`config.mk`:
```
export PLATFORM = sky130hd
export DESIGN_NAME = ctrl_pipe
export DESIGN_NICKNAME = d
export VERILOG_FILES = /design/src/rtl/ctrl_pkg.sv /design/src/rtl/hazard_unit.sv /design/src/rtl/ctrl_pipe.sv
export SDC_FILE = /design/constraint.sdc
export NUM_CORES = 1
export LEC_CHECK = 0
export ABC_AREA = 0
export BUFFER_PORTS_ARGS = -buffer_cell sky130_fd_sc_hd__buf_4
export CAP_MARGIN = 20
export CORE_UTILIZATION = 49
export CTS_CLUSTER_SIZE = 12
export DETAILED_ROUTE_END_ITERATION = 6
export GPL_ROUTABILITY_DRIVEN = 1
export PLACE_DENSITY_LB_ADDON = 0.12
export SLEW_MARGIN = 40
export SYNTH_ARGS = -nofsm -noshare
export SYNTH_HDL_FRONTEND = slang
export SYNTH_SLANG_ARGS = --single-unit
export TNS_END_PERCENT = 10
```
`constraint.sdc`:
```
create_clock -name clk -period 1.7 [get_ports clk]
set_input_delay 0.085 -clock clk [delete_from_list [all_inputs] [get_ports clk]]
set_output_delay 0.085 -clock clk [all_outputs]
set_load 0.1 [all_outputs]
```
`src/rtl/ctrl_pkg.sv`:
```
// Shared types for the E/M/W control pipeline: stage control word, bubble value, forward selects.
package ctrl_pkg;

    localparam int CTRL_RW = 4;

    localparam logic [1:0] FWD_RF = 2'b00;
    localparam logic [1:0] FWD_W  = 2'b01;
    localparam logic [1:0] FWD_M  = 2'b10;

    typedef struct packed {
        logic               valid;
        logic               weD;
        logic               wdeMD;
        logic               rsWBD;
        logic               d2sED;
        logic [2:0]         aluED;
        logic               outFlag;
        logic [CTRL_RW-1:0] rd;
    } ctrl_t;

    // All-zero word: identical to the decode of opcode 0000.
    localparam ctrl_t CTRL_BUBBLE = '0;

endpackage

```
`src/rtl/hazard_unit.sv`:
```
// Combinational load-use stall detection and E-stage operand-forwarding selects.
module hazard_unit
    import ctrl_pkg::*;
#(
    parameter int REGW     = CTRL_RW,
    parameter bit ZERO_REG = 1'b1
) (
    input  logic            validD,
    input  logic [REGW-1:0] rs1D,
    input  logic [REGW-1:0] rs2D,
    input  ctrl_t           ctrlE,
    input  logic [REGW-1:0] rs1E,
    input  logic [REGW-1:0] rs2E,
    input  ctrl_t           ctrlM,
    input  ctrl_t           ctrlW,
    output logic            stallD,
    output logic [1:0]      fwdAE,
    output logic [1:0]      fwdBE
);

    // A register address can carry a dependency unless it is the hard-wired zero register.
    function automatic logic is_src(input logic [REGW-1:0] a);
        return !(ZERO_REG && (a == '0));
    endfunction

    function automatic logic [1:0] pick(input logic m_hit, input logic w_hit);
        if (m_hit)      return FWD_M;
        else if (w_hit) return FWD_W;
        else            return FWD_RF;
    endfunction

    logic load_in_e;
    logic m_fwd_ok;
    logic w_fwd_ok;

    assign load_in_e = ctrlE.valid & ctrlE.rsWBD & ctrlE.weD & is_src(ctrlE.rd);
    assign stallD    = validD & load_in_e & ((ctrlE.rd == rs1D) | (ctrlE.rd == rs2D));

    // Loads in M have no data yet; the stall guarantees their consumer meets them in W.
    assign m_fwd_ok = ctrlM.valid & ctrlM.weD & ~ctrlM.rsWBD & is_src(ctrlM.rd);
    assign w_fwd_ok = ctrlW.valid & ctrlW.weD & is_src(ctrlW.rd);

    assign fwdAE = pick(m_fwd_ok && (ctrlM.rd == rs1E), w_fwd_ok && (ctrlW.rd == rs1E));
    assign fwdBE = pick(m_fwd_ok && (ctrlM.rd == rs2E), w_fwd_ok && (ctrlW.rd == rs2E));

    logic unused_fields;
    assign unused_fields = ^{ctrlE.wdeMD, ctrlE.d2sED, ctrlE.aluED, ctrlE.outFlag,
                             ctrlM.wdeMD, ctrlM.d2sED, ctrlM.aluED, ctrlM.outFlag,
                             ctrlW.rsWBD, ctrlW.wdeMD, ctrlW.d2sED, ctrlW.aluED, ctrlW.outFlag};

endmodule

```
`src/rtl/ctrl_pipe.sv`:
```
// Carries the decoded control word through the E, M and W stage registers, inserting
// bubbles for load-use hazards and flushes.
module ctrl_pipe
    import ctrl_pkg::*;
#(
    parameter int REGW     = CTRL_RW,
    parameter bit ZERO_REG = 1'b1
) (
    input  logic            clk,
    input  logic            rst,
    input  logic            validD,
    input  logic            writeEnableDD,
    input  logic            writeDataEnableMD,
    input  logic            resultSelectorWBD,
    input  logic            data2SelectorED,
    input  logic [2:0]      aluControlED,
    input  logic            outFlagD,
    input  logic [REGW-1:0] rs1D,
    input  logic [REGW-1:0] rs2D,
    input  logic [REGW-1:0] rdD,
    input  logic            flushE,
    output logic            stallD,
    output logic [2:0]      aluControlE,
    output logic            data2SelectorE,
    output logic [1:0]      fwdAE,
    output logic [1:0]      fwdBE,
    output logic            writeDataEnableM,
    output logic            writeEnableW,
    output logic            resultSelectorW,
    output logic [REGW-1:0] rdW,
    output logic            outFlagW,
    output logic            validW
);

    ctrl_t           e_q, e_d;
    ctrl_t           m_q;
    ctrl_t           w_q;
    logic [REGW-1:0] rs1E_q, rs1E_d;
    logic [REGW-1:0] rs2E_q, rs2E_d;

    // validD qualifies the D bundle; stallD is the back-pressure: while it is high the
    // decode stage must present the same bundle again on the next cycle.
    always_comb begin
        e_d    = CTRL_BUBBLE;
        rs1E_d = '0;
        rs2E_d = '0;
        if (validD && !flushE && !stallD) begin
            e_d.valid   = 1'b1;
            e_d.weD     = writeEnableDD;
            e_d.wdeMD   = writeDataEnableMD;
            e_d.rsWBD   = resultSelectorWBD;
            e_d.d2sED   = data2SelectorED;
            e_d.aluED   = aluControlED;
            e_d.outFlag = outFlagD;
            e_d.rd      = rdD;
            rs1E_d      = rs1D;
            rs2E_d      = rs2D;
        end
    end

    always_ff @(posedge clk) begin
        if (rst) begin
            e_q    <= CTRL_BUBBLE;
            m_q    <= CTRL_BUBBLE;
            w_q    <= CTRL_BUBBLE;
            rs1E_q <= '0;
            rs2E_q <= '0;
        end else begin
            e_q    <= e_d;
            m_q    <= e_q;
            w_q    <= m_q;
            rs1E_q <= rs1E_d;
            rs2E_q <= rs2E_d;
        end
    end

    hazard_unit #(
        .REGW     (REGW),
        .ZERO_REG (ZERO_REG)
    ) u_hazard (
        .validD (validD),
        .rs1D   (rs1D),
        .rs2D   (rs2D),
        .ctrlE  (e_q),
        .rs1E   (rs1E_q),
        .rs2E   (rs2E_q),
        .ctrlM  (m_q),
        .ctrlW  (w_q),
        .stallD (stallD),
        .fwdAE  (fwdAE),
        .fwdBE  (fwdBE)
    );

    assign aluControlE      = e_q.aluED;
    assign data2SelectorE   = e_q.d2sED;
    assign writeDataEnableM = m_q.wdeMD;
    assign writeEnableW     = w_q.weD;
    assign resultSelectorW  = w_q.rsWBD;
    assign rdW              = w_q.rd;
    assign outFlagW         = w_q.outFlag;
    assign validW           = w_q.valid;

    logic unused_w;
    assign unused_w = ^{w_q.wdeMD, w_q.d2sED, w_q.aluED};

endmodule

```
==> metrics.txt <==
Avg Synthesized Cell Area=~11 um^2; Port Buf Inserts=41; clk sink count=38; die area=3090 um^2; critical path capture point type=primary output; Worst Path Max Fanout=4; clk root buf=clkbuf_4; Antenna diodes=0; #FFs+latches synth=38; Sw Ratio=0.249; final setup fails=0; hold slack=0.0280 ns; dpl hpwl=~1900 um; power density cells=approximately 760 nW/um^2; DIE WIDTH=55.6 um; Arrival @ worst endpoint=1.58 ns; number of CTS-inserted buffers=5; Worst path slowest cell=dfxtp_4; synth warn=0; pre-CTS WS=0.203 ns; Unique masters post-synth=17; Rows=19; Synth Instances=approximately 130; final worst setup slack=around 0.032 ns; Pre-Repair DR Iteration Count=4; Hold Path Class=in2reg; first-pass GRT wire length=4660 um; Hold Fails Final Rpt=0; area share of the largest cell type after synthesis=0.540; initial antenna violation count=0; Max Clock Freq=~600 MHz; initial core utilization=0.515; most frequent cell after synthesis=dfxtp_1; via count=1067; Leak Pwr=0.811 nW; CP peak stage delay=0.38 ns; Setup Skew=0.00807 ns; P&R area growth vs syn=49.6%; minimum clock period=between 1.5 and 2 ns; routed vias/inst=4.92; utilization after layout=0.771; Die H=55.6 um; Residual DRC=0; synth cell count leaders=38 x dfxtp_1, 24 x xnor2_1, 19 x nor3b_1, 17 x nor2b_1, 7 x nand4_1; max cap viols=0; initial DRC count=19; largest net degree at the start of global routing=22; Worst-Margin Slew=0.705 ns; Slew Limit Fails=0; H-tree depth=2; GRT Util Overall=0.199; vias in the first global route=slightly above 1000; Sw Pwr=0.000400 W; fin crit share=0.981; critical path type=reg2out; largest cells by area after synthesis=dfxtp_1 54%, xnor2_1 15%, nor3b_1 10%; CTS tree=done; status=finished clean; CTS clk-pin slew, worst paths=0.11 ns; sequential share of power=0.571; RSZ-0062 raised after global routing=yes; max_slew headroom=0.529; Top FF cell, synth=dfxtp_1; share of cells above drive strength 1=0.435; Top-Level Pins=between 40 and 50; drt total wl=2900 um; worst r2r dst=e_q[4]$_SDFF_PP0_; crit path capture=fwdBE[0]; CP Launch Type=register; antenna viol nets, final=0; CP cell instances=nor4_4 > or3_4 > nor2_4 > nor3_4 > buf_12; Async SR Flop Fraction=0; Clock Power Share=0.305; RD Place Congestion=roughly 0.8; number of synthesized flops with an enable pin=0; mapped cell area=~1400 um^2; worst skew pair latency=0.34 ns; total grt overflow=0; Yosys top cell by area=dfxtp_1; Worst VDD drop=0.000734 V; Reg2Reg Setup Slack=around 0.15 ns; required time worst endpoint=1.62 ns; P_int=0.00121 W; sequential fraction of the synthesis area=0.540; synthesized net count=152; total power=roughly 0.0016 W; Final #Nets=209; Critical Path Start=m_q[2]$_SDFF_PP0_; area post-placement=approximately 1800 um^2; Worst Reg-to-Reg Cells=6; Max Root-Sink Buffers=2; post-route cell area=2110 um^2; CORE AREA=2730 um^2; combinational share of power=0.125; wire per inst=13.4 um; Crit Reg-Reg Startpoint=e_q[3]$_SDFF_PP0_
==> per-stage QoR <==
stage	cells	setup TNS (ns)
after floorplan	128	-0.225
after global placement	194	0
after detailed placement	194	0
after CTS	214	0
after global routing	217	-0.115
final	217	0
==> routing by layer <==
layer,share of wire,track usage,up-vias
met4,0.019,0.0964,0
li1,-,-,543
met5,0,0,-
met2,0.53,0.346,36
met3,0.055,0.0698,6
met1,0.40,0.214,482
==> cell type report <==
| cell class | count | area, um^2 |
|---|---|---|
| Clock buffer | 6 | 51.3 |
| Clock inverter | 2 | 11.3 |
| Fill cell | 170 | 627 |
| Multi-Input combinational cell | 82 | 696 |
| Sequential cell | 38 | 798 |
| Tap cell | 31 | 38.8 |
| Timing Repair Buffer | 58 | 512 |
==> power groups by stage <==
stage / Sequential [W] / Combinational (W) / Clock (W)
after floorplan: 0.000958 / 0.0000827 / 0
after global placement: 0.000939 / 0.000161 / 0
after detailed placement: 0.000939 / 0.000164 / 0
after CTS: 0.000918 / 0.000187 / 0.000507
after global routing: 0.000919 / 0.000210 / 0.000547
final: 0.000916 / 0.000200 / 0.000490
==> cell families after synthesis <==
group,count (synthesis),share of synthesized area
simple gates,57,0.262
flops,38,0.540
xor+xnor,24,0.149
buf+inv,8,0.0400
compound gates,1,0.00888
==> layout by cell type, fill, tap and decap left out <==
cell type and n:
buf_4 40, dfxtp_1 24, xnor2_1 20, nor3b_1 19, nor2b_1 17, dlygate4sd3_1 13
dfxtp_4 8, nand4_1 7, dfxtp_2 6, clkbuf_4 5, xnor2_2 4, nand2_1 2
nor2_4 2, nor3_4 2, nor2_1 2, buf_12 2, buf_8 2, nor4_4 1
or3_4 1, or4_4 1, nand3_4 1, nor4_1 1, a211oi_2 1, nor3b_2 1
clkinv_2 1, inv_4 1, clkbuf_8 1, buf_6 1
==> state kept, by name, indices dropped and copies added (netlist names) <==
signal            flops
rs2E_q                4
writeDataEnableM      1
resultSelectorW       1
validW                1
data2SelectorE        1
aluControlE           3
writeEnableW          1
e_q                   9
m_q                   8
rdW                   4
outFlagW              1
rs1E_q                4
==> worst min-delay path by stage <==
stage | from | to | cells after the start
final | rs1D[1] | rs1E_q[1]$_SDFF_PP0_ | 2
after global routing | rs1D[1] | rs1E_q[1]$_SDFF_PP0_ | 2
after CTS | outFlagD | e_q[4]$_SDFF_PP0_ | 2
after detailed placement | rdD[1] | e_q[1]$_SDFF_PP0_ | 2
after global placement | writeDataEnableMD | e_q[10]$_SDFF_PP0_ | 2
after floorplan | rst | validW$_SDFF_PP0_ | 1
==> what timing repair did <==
item,4_1_cts,5_1_grt
buffers inserted,1,1
resized for setup,23,8
pin swaps,5,6
endpoints found under the setup margin,5,5
endpoints found under the hold margin,11,2
hold buffers,11,2
==> worst max-delay path, delay by kind of cell (launching register included) <==
family	cells	cell delay, ns
AND/OR/NAND/NOR	4	0.66
flip-flops	1	0.38
buffers and inverters	1	0.20
Note: power is estimated with default switching activity, not from simulation.
